===== src/rtl/uart_tx_fifo_param.sv =====
// uart_tx_fifo_param: 16550-class UART transmitter.
//   - divisor-driven baud tick generator (OVERSAMPLE ticks per bit time)
//   - TX FIFO (FIFO_DEPTH entries, or a 1-entry holding register when fifo_en=0)
//   - frame FSM: start, 5..8-style data bits LSB first, optional parity, 1/1.5/2 stop, break
// Optional feature macro: UART_TX_CTS_EN adds an active-low cts_n input that
// gates the start of new frames.
module uart_tx_fifo_param #(
  parameter int DATA_W     = 8,
  parameter int FIFO_DEPTH = 16,
  parameter int DIV_W      = 16,
  parameter int OVERSAMPLE = 16
) (
  input  logic                          clk,
  input  logic                          rst_n,
  input  logic [DIV_W-1:0]              divisor,
  input  logic [1:0]                    wls,
  input  logic                          stb,
  input  logic                          pen,
  input  logic                          eps,
  input  logic                          sp,
  input  logic                          bc,
  input  logic                          fifo_en,
  input  logic                          fifo_clr,
  input  logic                          wr,
  input  logic [DATA_W-1:0]             din,
  input  logic                          overrun_clr,
`ifdef UART_TX_CTS_EN
  input  logic                          cts_n,
`endif
  output logic                          tx,
  output logic                          baud_pulse,
  output logic                          thre,
  output logic                          temt,
  output logic [$clog2(FIFO_DEPTH):0]   fifo_level,
  output logic                          overrun
);

  localparam int AW = $clog2(FIFO_DEPTH);
  localparam int LW = AW + 1;
  localparam int BW = $clog2(DATA_W + 1);
  localparam int TW = $clog2(2 * OVERSAMPLE + 1);

  typedef enum logic [2:0] {IDLE, START, DATA, PARITY, STOP} state_t;

  // ---------------------------------------------------------------- baud tick
  logic [DIV_W-1:0] baud_cnt_reg;
  logic             baud_pulse_reg;

  // Down-counter: reload divisor-1 and tick on terminal count; divisor=0 parks it
  always_ff @(posedge clk or negedge rst_n) begin
    if (!rst_n) begin
      baud_cnt_reg   <= '0;
      baud_pulse_reg <= 1'b0;
    end else if (divisor == '0) begin
      baud_cnt_reg   <= '0;
      baud_pulse_reg <= 1'b0;
    end else if (baud_cnt_reg == '0) begin
      baud_cnt_reg   <= divisor - DIV_W'(1);
      baud_pulse_reg <= 1'b1;
    end else begin
      baud_cnt_reg   <= baud_cnt_reg - DIV_W'(1);
      baud_pulse_reg <= 1'b0;
    end
  end

  // ---------------------------------------------------------------- CTS gating
  logic cts_ok;
`ifdef UART_TX_CTS_EN
  logic [1:0] cts_sync_reg;

  // Two-flop synchroniser; resets to "not clear to send"
  always_ff @(posedge clk or negedge rst_n) begin
    if (!rst_n) cts_sync_reg <= 2'b11;
    else        cts_sync_reg <= {cts_sync_reg[0], cts_n};
  end
  assign cts_ok = ~cts_sync_reg[1];
`else
  assign cts_ok = 1'b1;
`endif

  // ---------------------------------------------------------------- FIFO
  logic [DATA_W-1:0] mem [FIFO_DEPTH];
  logic [AW-1:0]     wr_ptr_reg, rd_ptr_reg;
  logic [LW-1:0]     level_reg, level_next;
  logic              fifo_en_reg;
  logic              overrun_reg;
  logic              flush, full, push, pop, overflow;

  // A mode change empties the queue just like an explicit clear
  assign flush    = fifo_clr | (fifo_en != fifo_en_reg);
  assign full     = fifo_en ? (level_reg == LW'(FIFO_DEPTH)) : (level_reg != '0);
  assign push     = wr & ~full & ~flush;
  assign overflow = wr & full & ~flush;

  // Storage array, written on push only (no reset so it maps to RAM)
  always_ff @(posedge clk) begin
    if (push) mem[wr_ptr_reg] <= din;
  end

  // Occupancy: clear wins; simultaneous push and pop leave it unchanged
  always_comb begin
    level_next = level_reg;
    if (flush)              level_next = '0;
    else if (push && !pop)  level_next = level_reg + LW'(1);
    else if (!push && pop)  level_next = level_reg - LW'(1);
  end

  // ---------------------------------------------------------------- frame config
  logic [BW-1:0]     cfg_wlen;
  logic [DATA_W-1:0] cfg_mask;
  logic [DATA_W-1:0] load_data;
  logic              load_par;
  logic [TW-1:0]     cfg_stop;

  assign cfg_wlen = BW'(DATA_W - 3) + BW'(wls);

  generate
    for (genvar gi = 0; gi < DATA_W; gi++) begin : g_mask
      assign cfg_mask[gi] = (BW'(gi) < cfg_wlen);
    end
  endgenerate

  // Head of queue, trimmed to the word length so parity only covers sent bits
  assign load_data = mem[rd_ptr_reg] & cfg_mask;
  assign load_par  = sp ? ~eps : (eps ? ^load_data : ~^load_data);
  assign cfg_stop  = !stb ? TW'(OVERSAMPLE)
                   : (wls == 2'd0) ? TW'(OVERSAMPLE + OVERSAMPLE / 2)
                   : TW'(2 * OVERSAMPLE);

  // ---------------------------------------------------------------- FSM
  state_t            state_reg, state_next;
  logic [TW-1:0]     tick_reg, tick_next;
  logic [BW-1:0]     bit_reg, bit_next;
  logic [DATA_W-1:0] shift_reg, shift_next;
  logic              par_reg, par_next;
  logic              pen_reg, pen_next;
  logic [BW-1:0]     wlen_reg, wlen_next;
  logic [TW-1:0]     stop_reg, stop_next;
  logic              start_ok;
  logic              line_bit;
  logic              tx_reg, thre_reg, temt_reg;

  assign start_ok = baud_pulse_reg & (level_reg != '0) & cts_ok & ~flush;

  // Next-state logic: dwell counted in baud ticks, config latched at each pop
  always_comb begin
    state_next = state_reg;
    tick_next  = tick_reg;
    bit_next   = bit_reg;
    shift_next = shift_reg;
    par_next   = par_reg;
    pen_next   = pen_reg;
    wlen_next  = wlen_reg;
    stop_next  = stop_reg;
    pop        = 1'b0;
    case (state_reg)
      IDLE: begin
        if (start_ok) begin
          pop        = 1'b1;
          shift_next = load_data;
          par_next   = load_par;
          pen_next   = pen;
          wlen_next  = cfg_wlen;
          stop_next  = cfg_stop;
          tick_next  = '0;
          state_next = START;
        end
      end
      START: begin
        if (baud_pulse_reg) begin
          if (tick_reg == TW'(OVERSAMPLE - 1)) begin
            tick_next  = '0;
            bit_next   = '0;
            state_next = DATA;
          end else begin
            tick_next = tick_reg + TW'(1);
          end
        end
      end
      DATA: begin
        if (baud_pulse_reg) begin
          if (tick_reg == TW'(OVERSAMPLE - 1)) begin
            tick_next  = '0;
            shift_next = shift_reg >> 1;
            if (bit_reg == wlen_reg - BW'(1)) state_next = pen_reg ? PARITY : STOP;
            else                              bit_next   = bit_reg + BW'(1);
          end else begin
            tick_next = tick_reg + TW'(1);
          end
        end
      end
      PARITY: begin
        if (baud_pulse_reg) begin
          if (tick_reg == TW'(OVERSAMPLE - 1)) begin
            tick_next  = '0;
            state_next = STOP;
          end else begin
            tick_next = tick_reg + TW'(1);
          end
        end
      end
      STOP: begin
        if (baud_pulse_reg) begin
          if (tick_reg == stop_reg - TW'(1)) begin
            tick_next = '0;
            if (start_ok) begin
              pop        = 1'b1;
              shift_next = load_data;
              par_next   = load_par;
              pen_next   = pen;
              wlen_next  = cfg_wlen;
              stop_next  = cfg_stop;
              state_next = START;
            end else begin
              state_next = IDLE;
            end
          end else begin
            tick_next = tick_reg + TW'(1);
          end
        end
      end
      default: state_next = IDLE;
    endcase
  end

  // Line level implied by the current state (break is applied at the register)
  always_comb begin
    line_bit = 1'b1;
    case (state_reg)
      START:   line_bit = 1'b0;
      DATA:    line_bit = shift_reg[0];
      PARITY:  line_bit = par_reg;
      default: line_bit = 1'b1;
    endcase
  end

  // State, queue pointers, sticky overrun and registered outputs
  always_ff @(posedge clk or negedge rst_n) begin
    if (!rst_n) begin
      state_reg   <= IDLE;
      tick_reg    <= '0;
      bit_reg     <= '0;
      shift_reg   <= '0;
      par_reg     <= 1'b0;
      pen_reg     <= 1'b0;
      wlen_reg    <= '0;
      stop_reg    <= '0;
      wr_ptr_reg  <= '0;
      rd_ptr_reg  <= '0;
      level_reg   <= '0;
      fifo_en_reg <= 1'b0;
      overrun_reg <= 1'b0;
      tx_reg      <= 1'b1;
      thre_reg    <= 1'b1;
      temt_reg    <= 1'b1;
    end else begin
      state_reg   <= state_next;
      tick_reg    <= tick_next;
      bit_reg     <= bit_next;
      shift_reg   <= shift_next;
      par_reg     <= par_next;
      pen_reg     <= pen_next;
      wlen_reg    <= wlen_next;
      stop_reg    <= stop_next;
      fifo_en_reg <= fifo_en;
      level_reg   <= level_next;
      if (flush) begin
        wr_ptr_reg <= '0;
        rd_ptr_reg <= '0;
      end else begin
        if (push) wr_ptr_reg <= wr_ptr_reg + AW'(1);
        if (pop)  rd_ptr_reg <= rd_ptr_reg + AW'(1);
      end
      if (overflow)         overrun_reg <= 1'b1;
      else if (overrun_clr) overrun_reg <= 1'b0;
      tx_reg   <= bc ? 1'b0 : line_bit;
      thre_reg <= (level_next == '0);
      temt_reg <= (level_next == '0) && (state_next == IDLE);
    end
  end

  assign tx         = tx_reg;
  assign baud_pulse = baud_pulse_reg;
  assign thre       = thre_reg;
  assign temt       = temt_reg;
  assign fifo_level = level_reg;
  assign overrun    = overrun_reg;

endmodule


===== config.mk =====
export PLATFORM = sky130hd
export DESIGN_NAME = uart_tx_fifo_param
export DESIGN_NICKNAME = d
export VERILOG_FILES = /design/src/rtl/uart_tx_fifo_param.sv
export SDC_FILE = /design/constraint.sdc
export NUM_CORES = 1
export LEC_CHECK = 0
export CELL_PAD_IN_SITES_DETAIL_PLACEMENT = 0
export CELL_PAD_IN_SITES_GLOBAL_PLACEMENT = 1
export CORE_MARGIN = 4
export CORE_UTILIZATION = 40
export DETAILED_ROUTE_END_ITERATION = 16
export PLACE_DENSITY = 0.69
export SETUP_SLACK_MARGIN = 0.3
export SYNTH_ARGS = -nofsm -noshare
export SYNTH_HDL_FRONTEND = slang
export SYNTH_SLANG_ARGS = --single-unit

===== constraint.sdc =====
create_clock -name clk -period 3.4 [get_ports clk]
set_clock_uncertainty 0.1 [all_clocks]
set_input_delay 1.02 -clock clk [delete_from_list [all_inputs] [get_ports clk]]
set_output_delay 1.02 -clock clk [all_outputs]
set_load 0.03 [all_outputs]

---- After elaboration in Yosys (flattened, before gate mapping) ----
Memories as Yosys holds them, arrays and structs flattened.
Cells that the tools add are included.
word-level totals
  flip-flop bits (word level) ............. 68
  memory bits (writable) .................. 128
  input bits .............................. 37
  output and inout bits ................... 10
  logic and storage cells ................. 166
  memories kept ........................... 1
cells by class
  add/sub/neg operators ................... 11
  order comparisons ....................... 8
  eq/ne operators ......................... 18
  muxes and demuxes ....................... 73
  bitwise gates (word level) .............. 11
  reductions and logical operators ........ 26
memory list
  memory  depth  bits a word  rd ports  clocked after Yosys merged registers in  write ports  RTL line  RTL
  mem     16     8            1         0                                        1            82        logic [DATA_W-1:0] mem [FIFO_DEPTH];
operators with widths
  cell                                                                          number
  6-bit 2-to-1 mux                                                              10
  4-bit 2-to-1 mux                                                              12
  8-bit 2-to-1 mux                                                              5
  3-bit 2-to-1 mux                                                              11
  16-bit zero test                                                              2
  16-bit 2-to-1 mux                                                             2
  16-bit by 1-bit subtractor with 16-bit output (second input constant)         2
  8-bit case mux with 3 select lines                                            1
  1-bit 2-to-1 mux                                                              20
  6-bit case mux with 3 select lines                                            1
  3-bit by 4-bit less-than comparator with 1-bit output (first input constant)  4
  2-bit != test (second input constant)                                         8
  4-bit case mux with 2 select lines                                            2
  5-bit 2-to-1 mux                                                              3
  3-bit case mux with 5 select lines                                            1
  4-bit by 1-bit adder with 4-bit output (second input constant)                3
  6-bit case mux with 2 select lines                                            1
  2-bit nonzero test                                                            5
  8-bit AND                                                                     1
  1-bit by 4-bit less-than comparator with 1-bit output (first input constant)  2
  2-bit by 4-bit less-than comparator with 1-bit output (first input constant)  2
  8-bit XNOR reduction                                                          1
  8-bit parity                                                                  1
  6-bit by 1-bit adder with 6-bit output (second input constant)                1
  31 further kinds                                                              46

---- Depth between registers and ports, before layout ----
Gate-level depths: netlist (run 1).
  depth in word-level cells ............... 14
  gate-level depth with buffers ........... 12
  depth with buffers taken out ............ 10

---- Worst setup path after synthesis (run 1) ----
No wires, ideal clock.
  path kind ............................... input port to flip-flop
  start ................................... input divisor[8]
  end ..................................... register baud_cnt_reg[15]
  setup time .............................. 0.128 ns
  arrival ................................. 2.888 ns
  data required time ...................... 3.172 ns
  path slack .............................. 0.284 ns
  stages on the path ...................... 8
  path buffers ............................ 0
  cell sequence ........................... or3_1 nor4_1 inv_1 a2111oi_0 nand3_1 or2_2 xnor2_1 nor2_1
on the way
  longest elaborated chain between the ends .. 3
  elaborated cells between the ends (all ways) .. 4
  those cells by class .................... add/sub (1); mux (2); reduce/logical (1)
RTL lines
  what                                           RTL line  RTL
  start, declared                                15        input logic [DIV_W-1:0] divisor,
  16-bit by 1-bit subtractor with 16-bit output  58        baud_cnt_reg <= divisor - DIV_W'(1);
  16-bit 2-to-1 mux                              57        end else if (baud_cnt_reg == '0) begin
  16-bit 2-to-1 mux (*)                          54        end else if (divisor == '0) begin
  end signal, assigned                           58
  end signal, assigned                           61        baud_cnt_reg <= baud_cnt_reg - DIV_W'(1);
  end, declared                                  46        logic [DIV_W-1:0] baud_cnt_reg;
Every way passes the cells marked *; elsewhere a longest branch is shown, timed or not.
A chain may end at the register's enable or synchronous reset.

---- Worst setup path in the final report (run 1) ----
Ends and elaborated chain as after synthesis.

==> results of run 1 <==
==> metrics by stage <==
| step | util (%) | hold slack, ps | setup WS (ps) | TNS (ps) | std cells |
|---|---|---|---|---|---|
| after CTS | 48.9 | 387 | 306 | 0 | 1048 |
| after global routing | 49.8 | 418 | 264 | 0 | 1060 |
| after floorplan | - | 350 | 293 | 0 | 664 |
| final | 49.8 | 384 | 351 | 0 | 1060 |
| after detailed placement | 45.8 | 370 | -270 | -1090 | 1015 |
| after global placement | 45.8 | 367 | -193 | -593 | 1015 |
==> layer usage <==
layer  vias to the layer above  global-route usage [%]  routed length (um)
met2                       141                    26.0                9140
met4                         0                    3.72                 191
met3                        17                    3.11                 967
met1                      2859                    21.8                8730
met5                         -                       0                   0
li1                       2702                       -                   -
==> where the power goes <==
part	total, uW	internal (uW)	switching [uW]
Sequential	2720	2610	106
Clock	2040	1060	973
Combinational	517	240	278
Total	5270	3920	1360
==> cell type report <==
class / instances / area, um^2
fillers: 1899 / 11000
flip-flops and latches: 193 / 5480
multi-input cells: 415 / 3250
repair buffers: 113 / 1070
clock buffers: 18 / 429
well taps: 280 / 350
clock inverters: 14 / 178
inverters: 27 / 101
==> layout by cell type (no fill, tap or decap), types with 6 or more instances in the layout <==
cell type	count
o21ai_0	29
xor2_1	13
nor2_1	60
and2_1	9
buf_4	57
a22oi_2	8
ha_1	15
nand3_1	15
mux2i_1	9
nand2_1	50
buf_12	8
mux4_1	13
clkbuf_16	17
edfxtp_1	128
inv_1	25
clkdlybuf4s50_1	42
a22oi_1	6
nor3_1	19
xnor2_1	16
nor4_1	10
a21oi_1	33
dfrtp_1	61
mux4_2	17
==> worst min-delay path by stage <==
stage | startpoint | end | slack (ps) | cells after the start
detailed placement | shift_reg[2] | shift_reg[2] | 370 | 2
global placement | shift_reg[2] | shift_reg[2] | 370 | 2
CTS | shift_reg[2] | shift_reg[2] | 390 | 2
floorplan | shift_reg[6] | shift_reg[6] | 350 | 2
global route | shift_reg[2] | shift_reg[2] | 420 | 2
finish | shift_reg[2] | shift_reg[2] | 380 | 2
==> tightest hold or removal path: stages (launching register included) <==
cell	delay (ps)
dfrtp_1	350
nand2_1	40
o21ai_0	60
==> what timing repair did <==
| action | CTS | global route |
|---|---|---|
| endpoints found under the hold margin | 0 | 0 |
| endpoints found under the setup margin | 4 | 62 |
| pin swaps | 0 | 17 |
| resized for setup | 10 | 23 |
| setup buffers | 1 | 12 |
==> logic make-up after synthesis <==
family / after synthesis
adders and majority gates: 16
and+or+nand+nor: 206
xor gates and xnor gates: 34
AOI/OAI and AO/OA: 118
buffers and inverters: 56
DFF: 193
muxes: 41
==> metrics.csv, run 1 <==
metric,value,unit
status,completed,
ys_seq_area_share,61.7,%
design_area,10900,um^2
critical_path.max_stage_delay,420,ps
synth_xor_area_share,3.83,%
firstDrtPassIters,5,
r2r_cells,10,
yosysWarningCount,0,
crit_type,input pin to flip-flop,
die_area,24600,um^2
crit_fanout,2,
syn-num-nets,717,
ctsHoldBuffers,0,
fmax,328,MHz
htreeDepth,4,
worstPathArrival,3270,ps
crit_path_end_kind,flip-flop,
power_density,486,nW/um^2
synth_adder_area_share,2.25,%
hp-class,flip-flop to flip-flop,
core_area,21800,um^2
power.total,5270,uW
synth_area,8880,um^2
largest_reg_flops,128,
die_w,157,um
clkSinkCount,193,
drive_above_1_share,19.5,%
worstSetupStartpoint,divisor[8],
grt_usage,15.8,%
maxCapViolCount,0,
synth_compound_area_share,8.34,%
timing.rr.start,rd_ptr_reg[0],
antennaDiodeCount,0,
worstSetupStartpointType,input pin,
vias,5719,
min_period,3050,ps
clk-insertion-delay-late,430,ps
synthMuxAreaShare,9.48,%
cts-buffers-inserted,17,
overflow,0,
yosys.area.top_type,edfxtp_1,
worst-path-buf-inv,2,
drt-initial-drc-count,282,
dpl.hpwl,13.0,mm
peakVddDrop,0.383,mV
finalHoldViolCount,0,
synth_common_cells,"128 x edfxtp_1, 62 x dfrtp_1, 60 x nor2_1",
grt_pass1_vias,5667,
required,3620,ps
cp_slowest_cell,clkdlybuf4s50_1,
postSynthCellCount,664,
io_pins,47,
yosys.area_share.simple,11.2,%
clock-root-buffer,clkbuf_16,
r2r-end,par_reg,
synth_edf_count,128,
grt_max_degree,42,
worstPathCellList,clkdlybuf4s50_1 -> or3_4 -> nor4_4 -> inv_2 -> a2111oi_4 -> nand3_1 -> or2_2 -> xnor2_1 -> nor2_1,
cts_tree,yes,
path_depth,9,
maxSlewViolCount,0,
die_h,157,um
io_buffer_count,46,
synth_area_leaders,"edfxtp_1 43%, dfrtp_1 17%, mux4_1 4.1%",
area_growth,22.3,%
synth_top_family_by_area,simple AND/OR/NAND/NOR gates,
vias_per_cell,5.40,
cts.clk_slew.worst_paths,70,ps
wire_per_inst,18.0,um
start_util,40.7,%
cp_top_family,simple AND/OR/NAND/NOR gates,
yosys.area.top_type_share,43.3,%
grt_pass1_wl,30.5,mm
p_leak,0.00405,uW
final_antenna_net_count,0,
rows,54,
fin_crit_sh,89.7,%
relSlewSlack,58.1,%
crit_path_end,baud_cnt_reg[15],
drc_errors,0,
final-setup-viol-count,0,
ff2ff_setup_slack,410,ps
dpl_cell_area,10000,um^2
tightest_slew,627,ps
final_nets,820,
place_congestion,0.842,
cts.path.max_buffers,2,
post-synth-top-count-cell,edfxtp_1,
synth_cell_types,63,
drt_wl_total,19.0,mm
grt_antenna_before_repair,0,
async_reset_ff_share,33.7,%
syn_avg_cell_area,13.4,um^2
rsz0062_at_grt,true,
synthFlopType,edfxtp_1,
synth_seq_cells,193,
No activity file was read; power rests on OpenSTA's default activity.
==> inputs of run 2 (changes only) <==
Settings changed: CORE_UTILIZATION 40 to 50, PLACE_DENSITY 0.69 to 0.83.
==> metrics.csv, run 2 (synthesized netlist as in run 1, its figures left out) <==
metric,value,unit
status,completed,
hp-class,flip-flop to flip-flop,
fin_hold_ws,392,ps
min_period,3000,ps
drc_errors,0,
cp_top_family,simple AND/OR/NAND/NOR gates,
fillers,1323,
start_util,51.2,%
ctsHoldBuffers,0,
grt_pass1_vias,5794,
wire_per_inst,19.2,um
worst-path-buf-inv,2,
worstPathArrival,3220,ps
place_congestion,0.833,
core_area,17400,um^2
drt_wl_total,19.1,mm
cts.path.max_buffers,2,
grt_max_degree,35,
grt_pass1_wl,30.3,mm
dpl_cell_area,9930,um^2
io_buffer_count,46,
final-setup-viol-count,0,
power_density,486,nW/um^2
grt.met2_usage,33.7,%
design_area,10600,um^2
crit_fanout,2,
grt_use_met3,4.58,%
clk-insertion-delay-late,430,ps
overflow,0,
required,3620,ps
cp_slowest_cell,clkdlybuf4s50_1,
mostFrequentLayoutCell,edfxtp_1,
firstDrtPassIters,5,
finalHoldViolCount,0,
peakVddDrop,0.501,mV
worstSetupStartpoint,divisor[8],
final_antenna_net_count,0,
cts-buffers-inserted,17,
critical_path.max_stage_delay,420,ps
rows,48,
crit_path_end_kind,flip-flop,
maxCapViolCount,0,
die_h,141,um
vias,5702,
crit_type,input pin to flip-flop,
dp_cells,959,
die_w,141,um
timing.rr.start,rd_ptr_reg[0],
clock-root-buffer,clkbuf_16,
largest_reg_flops,128,
seqCellArea,5480,um^2
p_leak,0.00397,uW
die_area,20000,um^2
cts.clk_slew.worst_paths,70,ps
grt_antenna_before_repair,0,
drive_above_1_share,16.9,%
tightest_slew,1030,ps
cts_tree,yes,
final_nets,809,
vias_per_cell,5.75,
area_growth,19.8,%
worstPathCellList,clkdlybuf4s50_1 -> or3_4 -> nor4_4 -> inv_2 -> a2111oi_4 -> nand2_1 -> nor4b_2 -> xor2_1 -> nor2_1,
power.total,5170,uW
fin_crit_sh,88.2,%
drt-initial-drc-count,350,
ff2ff_setup_slack,440,ps
clkSinkCount,193,
grt_usage,19.6,%
relSlewSlack,30.8,%
crit_path_end,baud_cnt_reg[14],
grtUsageMet1,25.1,%
maxSlewViolCount,0,
fin_cells,992,
multi_input_area,3230,um^2
path_depth,9,
fmax,334,MHz
htreeDepth,4,
final_cell_mix,"128 x edfxtp_1, 61 x dfrtp_1, 59 x nor2_1",
io_pins,47,
r2r_cells,10,
r2r-end,par_reg,
antennaDiodeCount,0,
worstSetupStartpointType,input pin,
dpl.hpwl,13.0,mm
rsz0062_at_grt,false,
busiest_layer,met2,
run 2: cell count changes in the layout (fill, tap and decap cells not counted), sizes merged:
| cell | before | now |
|---|---|---|
| clkdlybuf4s50 | 42 | 43 |
| clkinvlp | 1 | 0 |
| buf | 68 | 56 |
| inv | 35 | 32 |
| dlymetal6s2s | 3 | 2 |
| clkinv | 4 | 5 |
| clkbuf | 18 | 20 |
run 2: per-layer routing:
layer	part of all wire, %	wire length, um	vias up
li1	-	-	2684
met1	42	8050	2848
met2	51	9670	143
met3	5.7	1090	27
met4	1.5	279	0
met5	0	0	-
run 2: worst min-delay path by stage:
stage / end / slack [ps] / startpoint / depth (start not counted)
CTS: shift_reg[0] / 390 / shift_reg[0] / 2
detailed placement: shift_reg[1] / 370 / shift_reg[1] / 2
finish: shift_reg[0] / 390 / shift_reg[0] / 2
global route: wlen_reg[3] / 420 / wlen_reg[3] / 2
global placement: shift_reg[4] / 360 / shift_reg[4] / 2
floorplan: shift_reg[6] / 350 / shift_reg[6] / 2
run 2: through the flow:
step	utilization, %	TNS, ps	worst slack, ps
global route	61.3	0	287
global placement	57.2	-348	-146
finish	61.3	0	402
floorplan	-	0	293
CTS	60.6	0	319
detailed placement	57.2	-917	-331
run 2: worst reg2reg max path: cells and delay by family (launching register included):
kind | cells | cell delay [ps]
AO/OA/AOI/OAI | 3 | 470
buffers and inverters | 2 | 340
XOR/XNOR | 3 | 800
multiplexers | 2 | 800
flip-flops | 1 | 390
run 2: repair_timing:
| item | CTS | global route |
|---|---|---|
| setup endpoints to repair | 4 | 24 |
| gates cloned | 0 | 1 |
| resized for setup | 4 | 21 |
| setup buffers | 0 | 2 |
| pin swaps | 0 | 13 |
run 2: power by group:
part	switching, uW	leakage (uW)	internal (uW)
combinational	283	0.00171	237
clock	899	0.000274	1030
sequential	106	0.00198	2620
total	1290	0.00397	3880
run 2: layout make-up:
type	count	share of cell area, %
Clock buffer	19	4.07
Clock inverter	11	1.20
Inverter	27	0.952
Multi-Input combinational cell	415	30.4
Sequential cell	193	51.5
Tap cell	225	2.65
Timing Repair Buffer	102	9.30
==> RTL edit: new RTL, settings of run 1 <==
Register the input `divisor` before use, with the module's reset. The logic sees it one clock later. The other inputs are not delayed to match.
--- a/src/rtl/uart_tx_fifo_param.sv
+++ b/src/rtl/uart_tx_fifo_param.sv
@@ -42,6 +42,16 @@
 
   typedef enum logic [2:0] {IDLE, START, DATA, PARITY, STOP} state_t;
 
+  logic [DIV_W-1:0] divisor_q;
+
+  always_ff @(posedge clk or negedge rst_n) begin
+    if (!rst_n) begin
+      divisor_q <= '0;
+    end else begin
+      divisor_q <= divisor;
+    end
+  end
+
   // ---------------------------------------------------------------- baud tick
   logic [DIV_W-1:0] baud_cnt_reg;
   logic             baud_pulse_reg;
@@ -51,11 +61,11 @@
     if (!rst_n) begin
       baud_cnt_reg   <= '0;
       baud_pulse_reg <= 1'b0;
-    end else if (divisor == '0) begin
+    end else if (divisor_q == '0) begin
       baud_cnt_reg   <= '0;
       baud_pulse_reg <= 1'b0;
     end else if (baud_cnt_reg == '0) begin
-      baud_cnt_reg   <= divisor - DIV_W'(1);
+      baud_cnt_reg   <= divisor_q - DIV_W'(1);
       baud_pulse_reg <= 1'b1;
     end else begin
       baud_cnt_reg   <= baud_cnt_reg - DIV_W'(1);
Check against the original RTL: not equivalent (Yosys sat finds a counterexample within 4 cycles, from zero or initial values and one cycle with rst_n low).
==> RTL edit against run 1 <==
Critical path depth up 3. Sequential cell count increased by 16. Routed wire length up 5.2%. Synthesized area increased by 5.2%. Utilization up 0.40 points. Setup slack improved by 0.053 ns. Cell area is 5.2% higher. Total power rose by 15%.
==> RTL edit: results (changes against run 1) <==
| Metric | Value | Delta |
|---|---|---|
| Run status | finished clean | unchanged |
| DRT iter0 DRCs | 371 | was 282 |
| Post-synth top cells | 128 x edfxtp_1, 78 x dfrtp_1, 53 x nor2_1 | was 128 x edfxtp_1, 62 x dfrtp_1, 60 x nor2_1 |
| Arrival time at the worst endpoint | 3.26 ns | was 3.27 ns |
| Largest net degree at the start of global routing | 54 | was 42 |
| Leakage power | 4.154 nW | was 4.049 nW |
| Flop2flop setup slack | 0.40 ns |  |
| Proportion of register bits with asynchronous set or reset after synthesis | 0.3876 | was 0.3368 |
| Routability congestion estimate from global placement | 0.7953 | was 0.8424 |
| Sequential cell area fraction in the yosys report | 0.6289 | was 0.6165 |
| Switch share | 0.2214 | was 0.2574 |
| Transition time of the tightest slew-check pin | 0.6693 ns | was 0.6274 ns |
| Comb power | 492 µW | was 517 µW |
| Ratio of cells with drive above 1 in the final layout | 0.1906 | was 0.1949 |
| Clock network fraction of total power | 0.441 | was 0.386 |
| Post-route fraction of the period consumed by the critical path | 0.8812 | was 0.8969 |
| Detailed Route WL | 20.02 mm | was 19.03 mm |
| Overall via count from detail_route | 5825 | was 5719 |
| Worst-case hold slack | 0.3360 ns | was 0.3842 ns |
| Clk pin slew, worst setup/hold paths | 0.06 ns |  |
| CP Max Fanout | 3 | was 2 |
| Wire length of the first global-routing pass | 32.02 mm | was 30.48 mm |
| Num CTS Buffers | 24 | was 17 |
| Final Hold Violating Endpoints | 0 | unchanged |
| Placed wire-length estimate | 13.50 mm | was 13.01 mm |
| Number of inserted diodes | 0 | unchanged |
| GR met3 Demand/Resource | 0.02566 | was 0.03107 |
| Clock network latency to the later pin of the worst-skew pair | 0.51 ns | was 0.43 ns |
| GRT Total Usage | 0.1538 | was 0.1579 |
| Total nets after synthesis | 734 | was 717 |
| CTS max path bufs | 3 | was 2 |
| Met1 Track Usage GR | 0.2130 | was 0.2182 |
| Peak VDD IR | 0.0003893 V | was 0.0003830 V |
| Worst r2r path cells | 12 | was 10 |
| Count of unique library cells instantiated by Yosys | 64 | was 63 |
| Global routing met2 resource utilization | 0.2559 | was 0.2602 |
## RTL edit: cell types whose count changed in the layout (fill, tap and decap cells not counted), sizes merged, moves of 5 or more
cell	change
clkbuf	+14
inv	-17
nor2b	+5
dfrtp	+16
and2	+5
nor2	-7
xnor2	+5
buf	-21
## RTL edit: per-stage QoR
stage,setup slack (ns),total power [mW],instance area (µm²),std cells
floorplan,0.1318,3.186,9373,681
global placement,0.06171,3.354,10470,1044
detailed placement,0.02292,3.374,10470,1044
CTS,0.3472,6.063,11300,1088
global route,0.2922,6.292,11430,1100
finish,0.4039,6.049,11430,1100
## RTL edit: cell type report
| type | count | area [µm²] |
|---|---|---|
| Clock buffer | 32 | 703.2 |
| Clock inverter | 12 | 135.1 |
| Inverter | 17 | 63.81 |
| Tap cell | 313 | 391.6 |
| Timing Repair Buffer | 92 | 965.9 |
| Sequential cell | 209 | 5878 |
| Multi-Input combinational cell | 425 | 3288 |
| Fill cell | 1924 | 11350 |
## RTL edit: worst max-delay path, cell delays in order (launching register included)
cell	delay [ns]
dfrtp_1	0.41
nor4_2	0.08
and3_1	0.16
and2_4	0.18
a21oi_4	0.14
ha_2	0.19
inv_1	0.05
a311oi_2	0.30
nand4_1	0.23
nor4_4	0.33
mux2_4	0.33
a222oi_1	0.28
nor2_1	0.07
## RTL edit: final timing paths
kind / start / to
min in group clk: shift_reg[1]$_DFFE_PN0P_ / shift_reg[1]$_DFFE_PN0P_
max in group asynchronous: rst_n / baud_cnt_reg[12]$_DFF_PN0_
setup reg to reg: baud_cnt_reg[3]$_DFF_PN0_ / baud_cnt_reg[14]$_DFF_PN0_
hold / removal: rst_n / tick_reg[3]$_DFFE_PN0P_
setup / recovery: baud_cnt_reg[3]$_DFF_PN0_ / baud_cnt_reg[14]$_DFF_PN0_
hold reg to reg: shift_reg[1]$_DFFE_PN0P_ / shift_reg[1]$_DFFE_PN0P_
## RTL edit: cells by family (layout without fill, tap and decap cells)
family / count (synthesis) / after routing / share of synthesized area
simple gates: 216 / 216 / 0.1230
flops: 209 / 209 / 0.6289
xor+xnor: 35 / 35 / 0.03603
buf+inv: 47 / 153 / 0.02371
mux: 43 / 43 / 0.08667
compound gates: 115 / 115 / 0.08024
fa+ha+maj: 16 / 16 / 0.02143
## RTL edit: what timing repair did
action / CTS / global route
gates resized for setup: 0 / 9
pin swaps: 1 / 7
endpoints found under the setup margin: 1 / 1
setup buffers: 0 / 12
## RTL edit: per-layer routing
metal,part of all wire,vias to the layer above
li1,-,2737
met1,0.44,2931
met4,0.019,0
met2,0.49,129
met3,0.046,28
met5,0,-
